### src/rtl/img_col_feeder_if.sv
// rtl/img_col_feeder_if.sv - K_H-port pixel read bus between the column feeder and image memory
// Ports:
//   mem_rd_en    read strobe shared by all K_H ports (master -> slave)
//   mem_rd_addr  K_H row-major pixel addresses (master -> slave)
//   mem_rd_data  K_H pixels, valid one cycle after mem_rd_en (slave -> master)
interface img_col_feeder_if #(
   parameter int K_H    = 3,
   parameter int ADDR_W = 16
);
   logic                           mem_rd_en;
   logic [K_H-1:0][ADDR_W-1:0]     mem_rd_addr;
   logic [K_H-1:0][7:0]            mem_rd_data;

   modport master (
      output mem_rd_en,
      output mem_rd_addr,
      input  mem_rd_data
   );

   modport slave (
      input  mem_rd_en,
      input  mem_rd_addr,
      output mem_rd_data
   );
endinterface

### src/rtl/img_col_feeder.sv
// rtl/img_col_feeder.sv - scans an image band by band and feeds K_H-pixel columns to a window register
// Ports:
//   clk, rst_n          clock (rising edge), asynchronous active-low reset
//   start               one-cycle pulse starting a scan (ignored while busy)
//   stall               holds issue of new pixel reads
//   mem                 K_H-port read bus (master side)
//   col_data            column vector for the window register, index i = row r+i
//   load_en, clear      window-register shift strobe and clear
//   win_valid           window register holds a complete window at (win_row, win_col)
//   busy, done          scan in progress / one-cycle completion pulse
module img_col_feeder #(
   parameter int K_H    = 3,
   parameter int K_W    = 3,
   parameter int IMG_H  = 8,
   parameter int IMG_W  = 8,
   parameter int ADDR_W = 16
) (
   input  logic                 clk,
   input  logic                 rst_n,
   input  logic                 start,
   input  logic                 stall,
   img_col_feeder_if.master     mem,
   output logic [K_H-1:0][7:0]  col_data,
   output logic                 load_en,
   output logic                 clear,
   output logic                 win_valid,
   output logic [ADDR_W-1:0]    win_row,
   output logic [ADDR_W-1:0]    win_col,
   output logic                 busy,
   output logic                 done
);

   localparam logic [ADDR_W-1:0] LAST_C = ADDR_W'(IMG_W - 1);
   localparam logic [ADDR_W-1:0] LAST_R = ADDR_W'(IMG_H - K_H);
   localparam logic [ADDR_W-1:0] KW_M1  = ADDR_W'(K_W - 1);
   localparam logic [ADDR_W-1:0] W_A    = ADDR_W'(IMG_W);

   typedef enum logic [2:0] {IDLE, CLR, FETCH, DRAIN, DONE} state_t;

   state_t              state, state_nx;
   logic [ADDR_W-1:0]   r, c;
   logic [ADDR_W-1:0]   row_base;      // r*IMG_W, kept incrementally to avoid a multiplier
   logic                rd;
   logic                ld_en;
   logic [ADDR_W-1:0]   ld_row, ld_col;
   logic                win_hit;

   // Column loaded this cycle completes a window once K_W columns are in.
   assign win_hit = ld_en && (ld_col >= KW_M1);

   always_comb begin
      state_nx = state;
      rd       = 1'b0;
      clear    = 1'b0;
      done     = 1'b0;
      case (state)
         IDLE:  if (start) state_nx = CLR;
         CLR: begin
            clear    = 1'b1;
            state_nx = FETCH;
         end
         FETCH: if (!stall) begin
            rd = 1'b1;
            if (c == LAST_C) state_nx = DRAIN;
         end
         DRAIN: state_nx = (r < LAST_R) ? CLR : DONE;
         DONE: begin
            done     = 1'b1;
            state_nx = IDLE;
         end
         default: state_nx = IDLE;
      endcase
   end

   always_comb begin
      mem.mem_rd_en   = rd;
      mem.mem_rd_addr = '0;
      if (rd) begin
         for (int i = 0; i < K_H; i++)
            mem.mem_rd_addr[i] = row_base + c + ADDR_W'(i * IMG_W);
      end
   end

   // Memory data arrives exactly one cycle after the read, aligned with load_en.
   assign load_en  = ld_en;
   assign col_data = ld_en ? mem.mem_rd_data : '0;
   assign busy     = (state != IDLE);

   always_ff @(posedge clk or negedge rst_n) begin
      if (!rst_n) begin
         state     <= IDLE;
         r         <= '0;
         c         <= '0;
         row_base  <= '0;
         ld_en     <= 1'b0;
         ld_row    <= '0;
         ld_col    <= '0;
         win_valid <= 1'b0;
         win_row   <= '0;
         win_col   <= '0;
      end else begin
         state     <= state_nx;
         ld_en     <= rd;
         win_valid <= win_hit;
         if (win_hit) begin
            win_row <= ld_row;
            win_col <= ld_col - KW_M1;
         end
         if (rd) begin
            ld_row <= r;
            ld_col <= c;
            if (c != LAST_C) c <= c + 1'b1;
         end
         case (state)
            IDLE: if (start) begin
               r        <= '0;
               row_base <= '0;
            end
            CLR:  c <= '0;
            DRAIN: if (r < LAST_R) begin
               r        <= r + 1'b1;
               row_base <= row_base + W_A;
            end
            default: ;
         endcase
      end
   end

endmodule

### src/flat_wrapper.sv
// flat-port wrapper written by rule: the top's interface ports become plain ports
module img_col_feeder_flat 
#(
   parameter int K_H    = 3,
   parameter int K_W    = 3,
   parameter int IMG_H  = 8,
   parameter int IMG_W  = 8,
   parameter int ADDR_W = 16
)
  (clk, rst_n, start, stall, col_data, load_en, clear, win_valid, win_row, win_col, busy, done, mem_mem_rd_en, mem_mem_rd_addr, mem_mem_rd_data);
  img_col_feeder_if #(.K_H(K_H), .ADDR_W(ADDR_W)) mem_i ();
  input  logic clk;
  input  logic rst_n;
  input  logic start;
  input  logic stall;
  output logic [K_H-1:0][7:0] col_data;
  output logic load_en;
  output logic clear;
  output logic win_valid;
  output logic [ADDR_W-1:0] win_row;
  output logic [ADDR_W-1:0] win_col;
  output logic busy;
  output logic done;
  output wire logic [$bits(mem_i.mem_rd_en)-1:0] mem_mem_rd_en;
  output wire logic [$bits(mem_i.mem_rd_addr)-1:0] mem_mem_rd_addr;
  input wire logic [$bits(mem_i.mem_rd_data)-1:0] mem_mem_rd_data;
  assign mem_mem_rd_en = mem_i.mem_rd_en;
  assign mem_mem_rd_addr = mem_i.mem_rd_addr;
  assign mem_i.mem_rd_data = mem_mem_rd_data;
  img_col_feeder #(.K_H(K_H), .K_W(K_W), .IMG_H(IMG_H), .IMG_W(IMG_W), .ADDR_W(ADDR_W)) u_core (.clk(clk), .rst_n(rst_n), .start(start), .stall(stall), .mem(mem_i), .col_data(col_data), .load_en(load_en), .clear(clear), .win_valid(win_valid), .win_row(win_row), .win_col(win_col), .busy(busy), .done(done));
endmodule
### config.mk
export PLATFORM = sky130hd
export DESIGN_NAME = img_col_feeder_flat
export DESIGN_NICKNAME = d
export VERILOG_FILES = /design/src/rtl/img_col_feeder_if.sv /design/src/rtl/img_col_feeder.sv /design/src/flat_wrapper.sv
export SDC_FILE = /design/constraint.sdc
export NUM_CORES = 1
export LEC_CHECK = 0
export CAP_MARGIN = 0
export CORE_MARGIN = 1
export CORE_UTILIZATION = 40
export CTS_CLUSTER_SIZE = 30
export DETAILED_ROUTE_END_ITERATION = 8
export PLACE_DENSITY_LB_ADDON = 0.05
export SETUP_SLACK_MARGIN = 0.05
export SYNTH_ARGS = -nofsm -noshare
export SYNTH_HDL_FRONTEND = slang
export SYNTH_SLANG_ARGS = --single-unit
### constraint.sdc
create_clock -name clk -period 3.7 [get_ports clk]
set_clock_uncertainty 0.2 [all_clocks]
set_input_delay 0.555 -clock clk [delete_from_list [all_inputs] [get_ports clk]]
set_output_delay 0.555 -clock clk [all_outputs]
set_load 0.02 [all_outputs]
==> flow_summary.json <==
{
  "hpwl_um": 12900,
  "syn-num-nets": 761,
  "syn_area_um2": 6520,
  "cp-start-kind": "flop",
  "maxSlewViolCount": 0,
  "r2r_start": "u_core.r[3]",
  "cts-root-buf": "clkbuf_16",
  "grtUsageTotal_pct": 21.7,
  "max_slew_margin_pct": 35.1,
  "critPathArrivalTime_ps": 3160,
  "outcome": "finished with violations",
  "place_congestion": 0.959,
  "cap_viol_max_count": 0,
  "crit_path_max_fanout": 5,
  "cpLargestDelayFamily": "simple AND/OR/NAND/NOR gates",
  "diodes": 0,
  "r2r_cells": 7,
  "path_class": "reg2out",
  "final_antenna_net_count": 0,
  "violations": "negative setup slack",
  "wl_um": 17600,
  "numPortBuffers": 137,
  "drc": 0,
  "worst-path-stages": 9,
  "fillCellCount": 1401,
  "io_pins": 138,
  "synth.distinct_cells": 67,
  "final_cell_area_um2": 9670,
  "floorplan.initialDensity_pct": 41.0,
  "layout_commonest_cell": "dfrtp_1",
  "cp_cell_sequence": "ha_1, a211o_1, a211oi_4, a221oi_4, or3_4, and2_4, or4_4, a21oi_2, buf_6",
  "grt_antenna_before_repair": 0,
  "setup_viol_count_final": 6,
  "grt_overflow": 0,
  "cts_buffer_depth": 2,
  "rr_endpoint": "u_core.row_base[11]",
  "synth_cells": 714,
  "startpoint": "u_core.row_base[9]",
  "vias": 5847,
  "synth_seq_cells": 114,
  "worst_slack_ps": -216,
  "p_leak_nw": 4.54,
  "final_core_util_pct": 60.9,
  "slowest_stage": "or4_4",
  "first_iter_violations": 304,
  "clock-sinks": 114,
  "synthArstFlopShare_pct": 100,
  "hold_path.class": "in2async",
  "required_ps": 2940,
  "final.period_utilization_pct": 106,
  "drive_above_1_share_pct": 24.7,
  "syn_area_per_cell_um2": 9.13,
  "grt_start_max_net_pins": 59,
  "via_per_inst": 5.04,
  "layout.nets": 977,
  "final_cell_mix": "114 x dfrtp_1, 113 x nand2_1, 110 x clkdlybuf4s50_1",
  "end_kind": "output port",
  "place_worst_setup_slack_ps": -324,
  "fin_tns_setup_ps": -730,
  "grt_pass1_vias": 5749,
  "cts_tree": "done",
  "post-route-min-period_ps": 3920,
  "cts.clk_slew.worst_paths_ps": 60,
  "first_pass_iters": 5,
  "die_w_um": 130,
  "wire_per_inst_um": 15.2,
  "worst_slew_pin_slew_ps": 974,
  "synth_flop_cell": "dfrtp_1",
  "pwr_density_cell_nw_per_um2": 504,
  "synth_warnings": 0,
  "synth_edf_count": 0,
  "place_area_um2": 8640,
  "area_growth_pct": 48.4,
  "cts_hold_buf": 0,
  "instances_no_fill": 1159,
  "die_area_um2": 16800,
  "max_freq_mhz": 255,
  "num_rows": 46,
  "h-tree-depth": 4,
  "crit_end": "mem_mem_rd_addr[29]",
  "coreArea_um2": 15900,
  "path_buf_inv": 1,
  "r2r_slack_ps": 530,
  "final-hold-violation-count": 0,
  "dp.cells": 1115,
  "die_h_um": 130,
  "numCtsBuffers": 17,
  "finalPower_mw": 4.88,
  "hold_slack_ps": 9.14,
  "rsz0062_at_grt": "yes",
  "irDropWorstVdd_mv": 0.356,
  "worst_skew_pair.late_latency_ps": 410,
  "seq_area_frac_synth_pct": 43.8,
  "grt_pass1_wl_um": 28700,
  "critPathMaxStageDelay_ps": 510
}
-- what timing repair did --
action / in CTS / in global routing
setup buffers: 9 / 3
pin swaps: 25 / 15
setup endpoints to repair: 27 / 24
gates cloned: 0 / 0
gates resized for setup: 117 / 43
-- state kept, by name (all words and copies together), names as in the netlist --
| signal | flops |
|---|---|
| u_core.win_valid | 1 |
| u_core.state | 3 |
| u_core.r | 16 |
| u_core.win_col | 16 |
| u_core.win_row | 16 |
| u_core.ld_col | 16 |
| u_core.row_base | 13 |
| u_core.c | 16 |
| u_core.ld_row | 16 |
| u_core.load_en | 1 |
-- cells in the mapped netlist (4+ instances only) --
cell      count  share of area (%)
a31oi_1      10               0.96
xor2_1       24                3.2
xnor2_1      34                4.6
nor3_1       20                1.5
ha_1         19                3.6
a21oi_1      29                2.2
a21o_1        4               0.46
clkbuf_1     23                1.3
mux2i_1       4               0.61
and3_1        9               0.86
nor3b_1       4               0.46
or4_1         5               0.58
inv_1        20                1.2
buf_4         8               0.92
mux2_2        4               0.69
nand4_1       9               0.86
nor2_1       85                4.9
nand2b_1      6               0.58
mux2_4       14                3.2
and2_1       37                3.6
nand2_1     115                6.6
nor4_1       12                1.2
nand3_1      21                1.6
or3_1         9               0.86
o21ai_0      16                1.2
dfrtp_1     114                 44
-- report_power, final --
part / internal, mW / total, mW / switching (mW) / leakage, nW
clock: 0.930 / 1.52 / 0.595 / 0.271
sequential: 1.42 / 1.57 / 0.156 / 1.54
combinational: 0.803 / 1.78 / 0.974 / 2.74
-- layer usage --
layer  vias up  track usage (%)  share of wire (%)
li1       2855                -                  -
met1      2778             26.4                 44
met2       193             39.3                 50
met3        21             3.92                5.2
met4         0             5.95                1.1
met5         -                0                  0
-- cells by family (layout without fill, tap and decap cells) --
family                     after synthesis  in the layout  share of synthesized area [%]
DFF                                    114            114                           43.8
AOI/OAI and AO/OA                       90             90                           9.63
xor gates and xnor gates                58             58                           7.79
adders and majority gates               19             19                           3.65
buffers and inverters                   60            289                           4.57
muxes                                   22             22                           4.53
and+or+nand+nor                        351            351                           26.1
-- worst min-delay path by stage --
stage	depth (start not counted)	end	startpoint	slack, ps
5_1_grt	1	u_core.win_row[8]	rst_n	60
3_3_place_gp	2	u_core.ld_row[2]	u_core.ld_row[2]	260
6_report	1	u_core.win_row[7]	rst_n	9
4_1_cts	1	u_core.win_row[7]	rst_n	40
2_1_floorplan	0	u_core.c[0]	rst_n	60
3_5_place_dp	2	u_core.ld_row[5]	u_core.ld_row[5]	260
-- cell type report --
class / count / area (um^2) / area share [%]
clock buffers: 18 / 429 / 4.44
clock inverters: 14 / 134 / 1.38
inverters: 20 / 75.1 / 0.776
multi-input cells: 540 / 3780 / 39.1
flip-flops and latches: 114 / 2850 / 29.5
well taps: 216 / 270 / 2.79
repair buffers: 237 / 2130 / 22.1
No activity file was read; power rests on OpenSTA's default activity.
==> patch (config.mk and constraints unchanged) <==
`K_H` is set to 3 in 3 places; all go to 5.
--- a/src/rtl/img_col_feeder_if.sv
+++ b/src/rtl/img_col_feeder_if.sv
@@ -5,5 +5,5 @@
 //   mem_rd_data  K_H pixels, valid one cycle after mem_rd_en (slave -> master)
 interface img_col_feeder_if #(
-   parameter int K_H    = 3,
+   parameter int K_H    = 5,
    parameter int ADDR_W = 16
 );
--- a/src/rtl/img_col_feeder.sv
+++ b/src/rtl/img_col_feeder.sv
@@ -10,5 +10,5 @@
 //   busy, done          scan in progress / one-cycle completion pulse
 module img_col_feeder #(
-   parameter int K_H    = 3,
+   parameter int K_H    = 5,
    parameter int K_W    = 3,
    parameter int IMG_H  = 8,
--- a/src/flat_wrapper.sv
+++ b/src/flat_wrapper.sv
@@ -2,5 +2,5 @@
 module img_col_feeder_flat 
 #(
-   parameter int K_H    = 3,
+   parameter int K_H    = 5,
    parameter int K_W    = 3,
    parameter int IMG_H  = 8,
Ports: changed (resized col_data, mem_mem_rd_addr and mem_mem_rd_data); port bits go from 138 to 202. The function was not compared with the original's and may differ.
==> patch against the original RTL <==
The run still ends with setup timing left. Fmax is 0.51% lower. Sequential cell count stayed put. Worst setup slack worse by 20 ps. Routed wire length is 21% higher. Critical endpoint is now mem_mem_rd_addr[30]. Area after synthesis is 5.5% higher. Total power is 9.3% higher. Design area is 13% higher. Worst hold slack better by 140 ps. Largest cell class unchanged.
==> patch: results (changes against the original RTL) <==
- Vias in the first global route: 6448 (+12%)
- Post-synthesis sequential area ratio: 41.5% (-2.3 points)
- Met1 Wirelength: 8870 microns (+15%)
- Worst Tran Pin Value: 1110 ps (+137 ps)
- Via count: 6675 (+14%)
- Post-synthesis mux area share: 4.84% (+0.31 points)
- Number of DRC markers in iteration 0: 329 (+8.2%)
- First-pass GRT wire length: 33200 microns (+16%)
- Longest individual stage delay on the worst path: 470 ps (-40 ps)
- Final setup fails: 17 (+11)
- Largest net degree at the start of global routing: 91 (+54%)
- Reg2reg setup slack: 740 ps (+210 ps)
- Final WS setup: -236 ps (-20.1 ps)
- Ratio of cells with drive above 1 in the final layout: 26.1% (+1.4 points)
- Slowest CP cell: or3b_4
- Yosys Warn Count: 0 (unchanged)
- Post-route cell area: 0.0110 sq mm (+13%)
- Drt wl/cell: 16.5 microns (+8.7%)
- Crit path launch: u_core.row_base[5]$_DFFE_PN0P_
- Worst R2R Start: u_core.state[0]$_DFFE_PN0P_
- Failing checks: setup timing
- WP data arrival: 3180 ps (+20 ps)
- CTS Root Cell: clkbuf_16
- Initial DRT Pass Iterations: 5 (unchanged)
- GP Congestion: 0.859 (-10%)
- Post-Syn Instances: 787 (+10%)
- Met3 Routed Length: 1200 microns (+30%)
- Complex-gate fraction of the synthesized area: 9.95% (+0.32 points)
- Post-Synth XOR/XNOR Area: 7.63% (-0.17 points)
- Met2 WL: 10600 microns (+22%)
- Post-synthesis adder-cell area fraction: 3.82% (+0.18 points)
- Syn Nets: 852 (+12%)
- Crit path capture: mem_mem_rd_addr[30]
- # fillers: 1339 (-4.4%)
- Clk_lat worst skew: 410 ps (about the same)
- # H-tree levels: 4 (unchanged)
- LEAKAGE: 5.22 nW (+15%)
- Outcome: finished with violations
- Maximum vdd drop: 0.361 mV (+1.4%)
- Max Used Layer: met4
- HP Class: input pin to asynchronous set/reset pin
- Ys flop type: dfrtp_1
- Total track usage: 24.0% (+2.3 points)
- Critical path peak fanout: 5 (unchanged)
- Antenna violations before repair: 0 (unchanged)
- Yosys cell types: 56 (-16%)
- CP top delay family: simple AND/OR/NAND/NOR gates
- Final non-filler cell total: 1295 (+12%)
- Nets: 1127 (+15%)
- CTS Buf Count: 17 (unchanged)
- Worst flop-to-flop path endpoint: u_core.c[13]$_DFFE_PN0P_
- Dpl hpwl: 15700 microns (+21%)
- PortBufs: 201 (+47%)
- Top cells by area, synth: dfrtp_1 41%, nand2_1 6.8%, and2_1 5.0%, xnor2_1 4.2%, nor2_1 4.1%
- WHS: 154 ps (+144 ps)
- DP Area: 0.00968 sq mm (+12%)
- Synth cell count leaders: 125 x nand2_1, 114 x dfrtp_1, 76 x nor2_1
- FF-to-FF path depth: 10 (+3)
- Antenna diodes: 0 (unchanged)
- Placed cells: 1243 (+11%)
-- patch: cell count changes after synthesis, sizes merged, moves of 5 or more --
cell and change:
nand2 +10, and2 +20, nor2 -10, clkbuf +5
or3 +10, a31oi -9, nor4 +5, buf +5
o21ai +28, inv +5, o31ai +5, or4 -5
nand3 -5, mux2i +9
-- patch: what timing repair did --
| action | CTS | global route |
|---|---|---|
| pin swaps | 19 | 19 |
| buffers inserted | 7 | 12 |
| cloned | 1 | 1 |
| setup endpoints to repair | 47 | 50 |
| gates resized for setup | 211 | 63 |
-- patch: power breakdown --
part           switching [W]  total, W  internal (W)
sequential          0.000167   0.00159       0.00142
combinational        0.00110   0.00196      0.000866
clock               0.000550   0.00177       0.00123
total                0.00182   0.00533       0.00352
-- patch: per-stage QoR --
stage | setup WS [ps] | setup TNS (ps)
global placement | -270 | -2980
detailed placement | -355 | -4420
CTS | -196 | -1290
global route | -303 | -3750
floorplan | 0.837 | 0
finish | -236 | -1630
-- patch: kinds of logic (layout without fill, tap and decap cells) --
family | count (synthesis) | in the layout
DFF | 114 | 114
and+or+nand+nor | 377 | 377
adders and majority gates | 21 | 21
AOI/OAI and AO/OA | 110 | 110
buffers and inverters | 75 | 363
xor gates and xnor gates | 59 | 59
muxes | 31 | 31
-- patch: routing by layer --
metal,global-route usage [%],vias to the layer above
met1,29.7,3253
met3,5.10,32
met2,40.4,189
met4,10.9,0
li1,-,3201
met5,0,-
-- patch: cell type report --
class,instances,area share (%)
tap,220,2.51
sequential,114,26.0
multi-input combinational,598,39.2
inverter,25,0.902
clock buffer,22,4.24
timing repair buffer,306,25.4
clock inverter,10,1.64
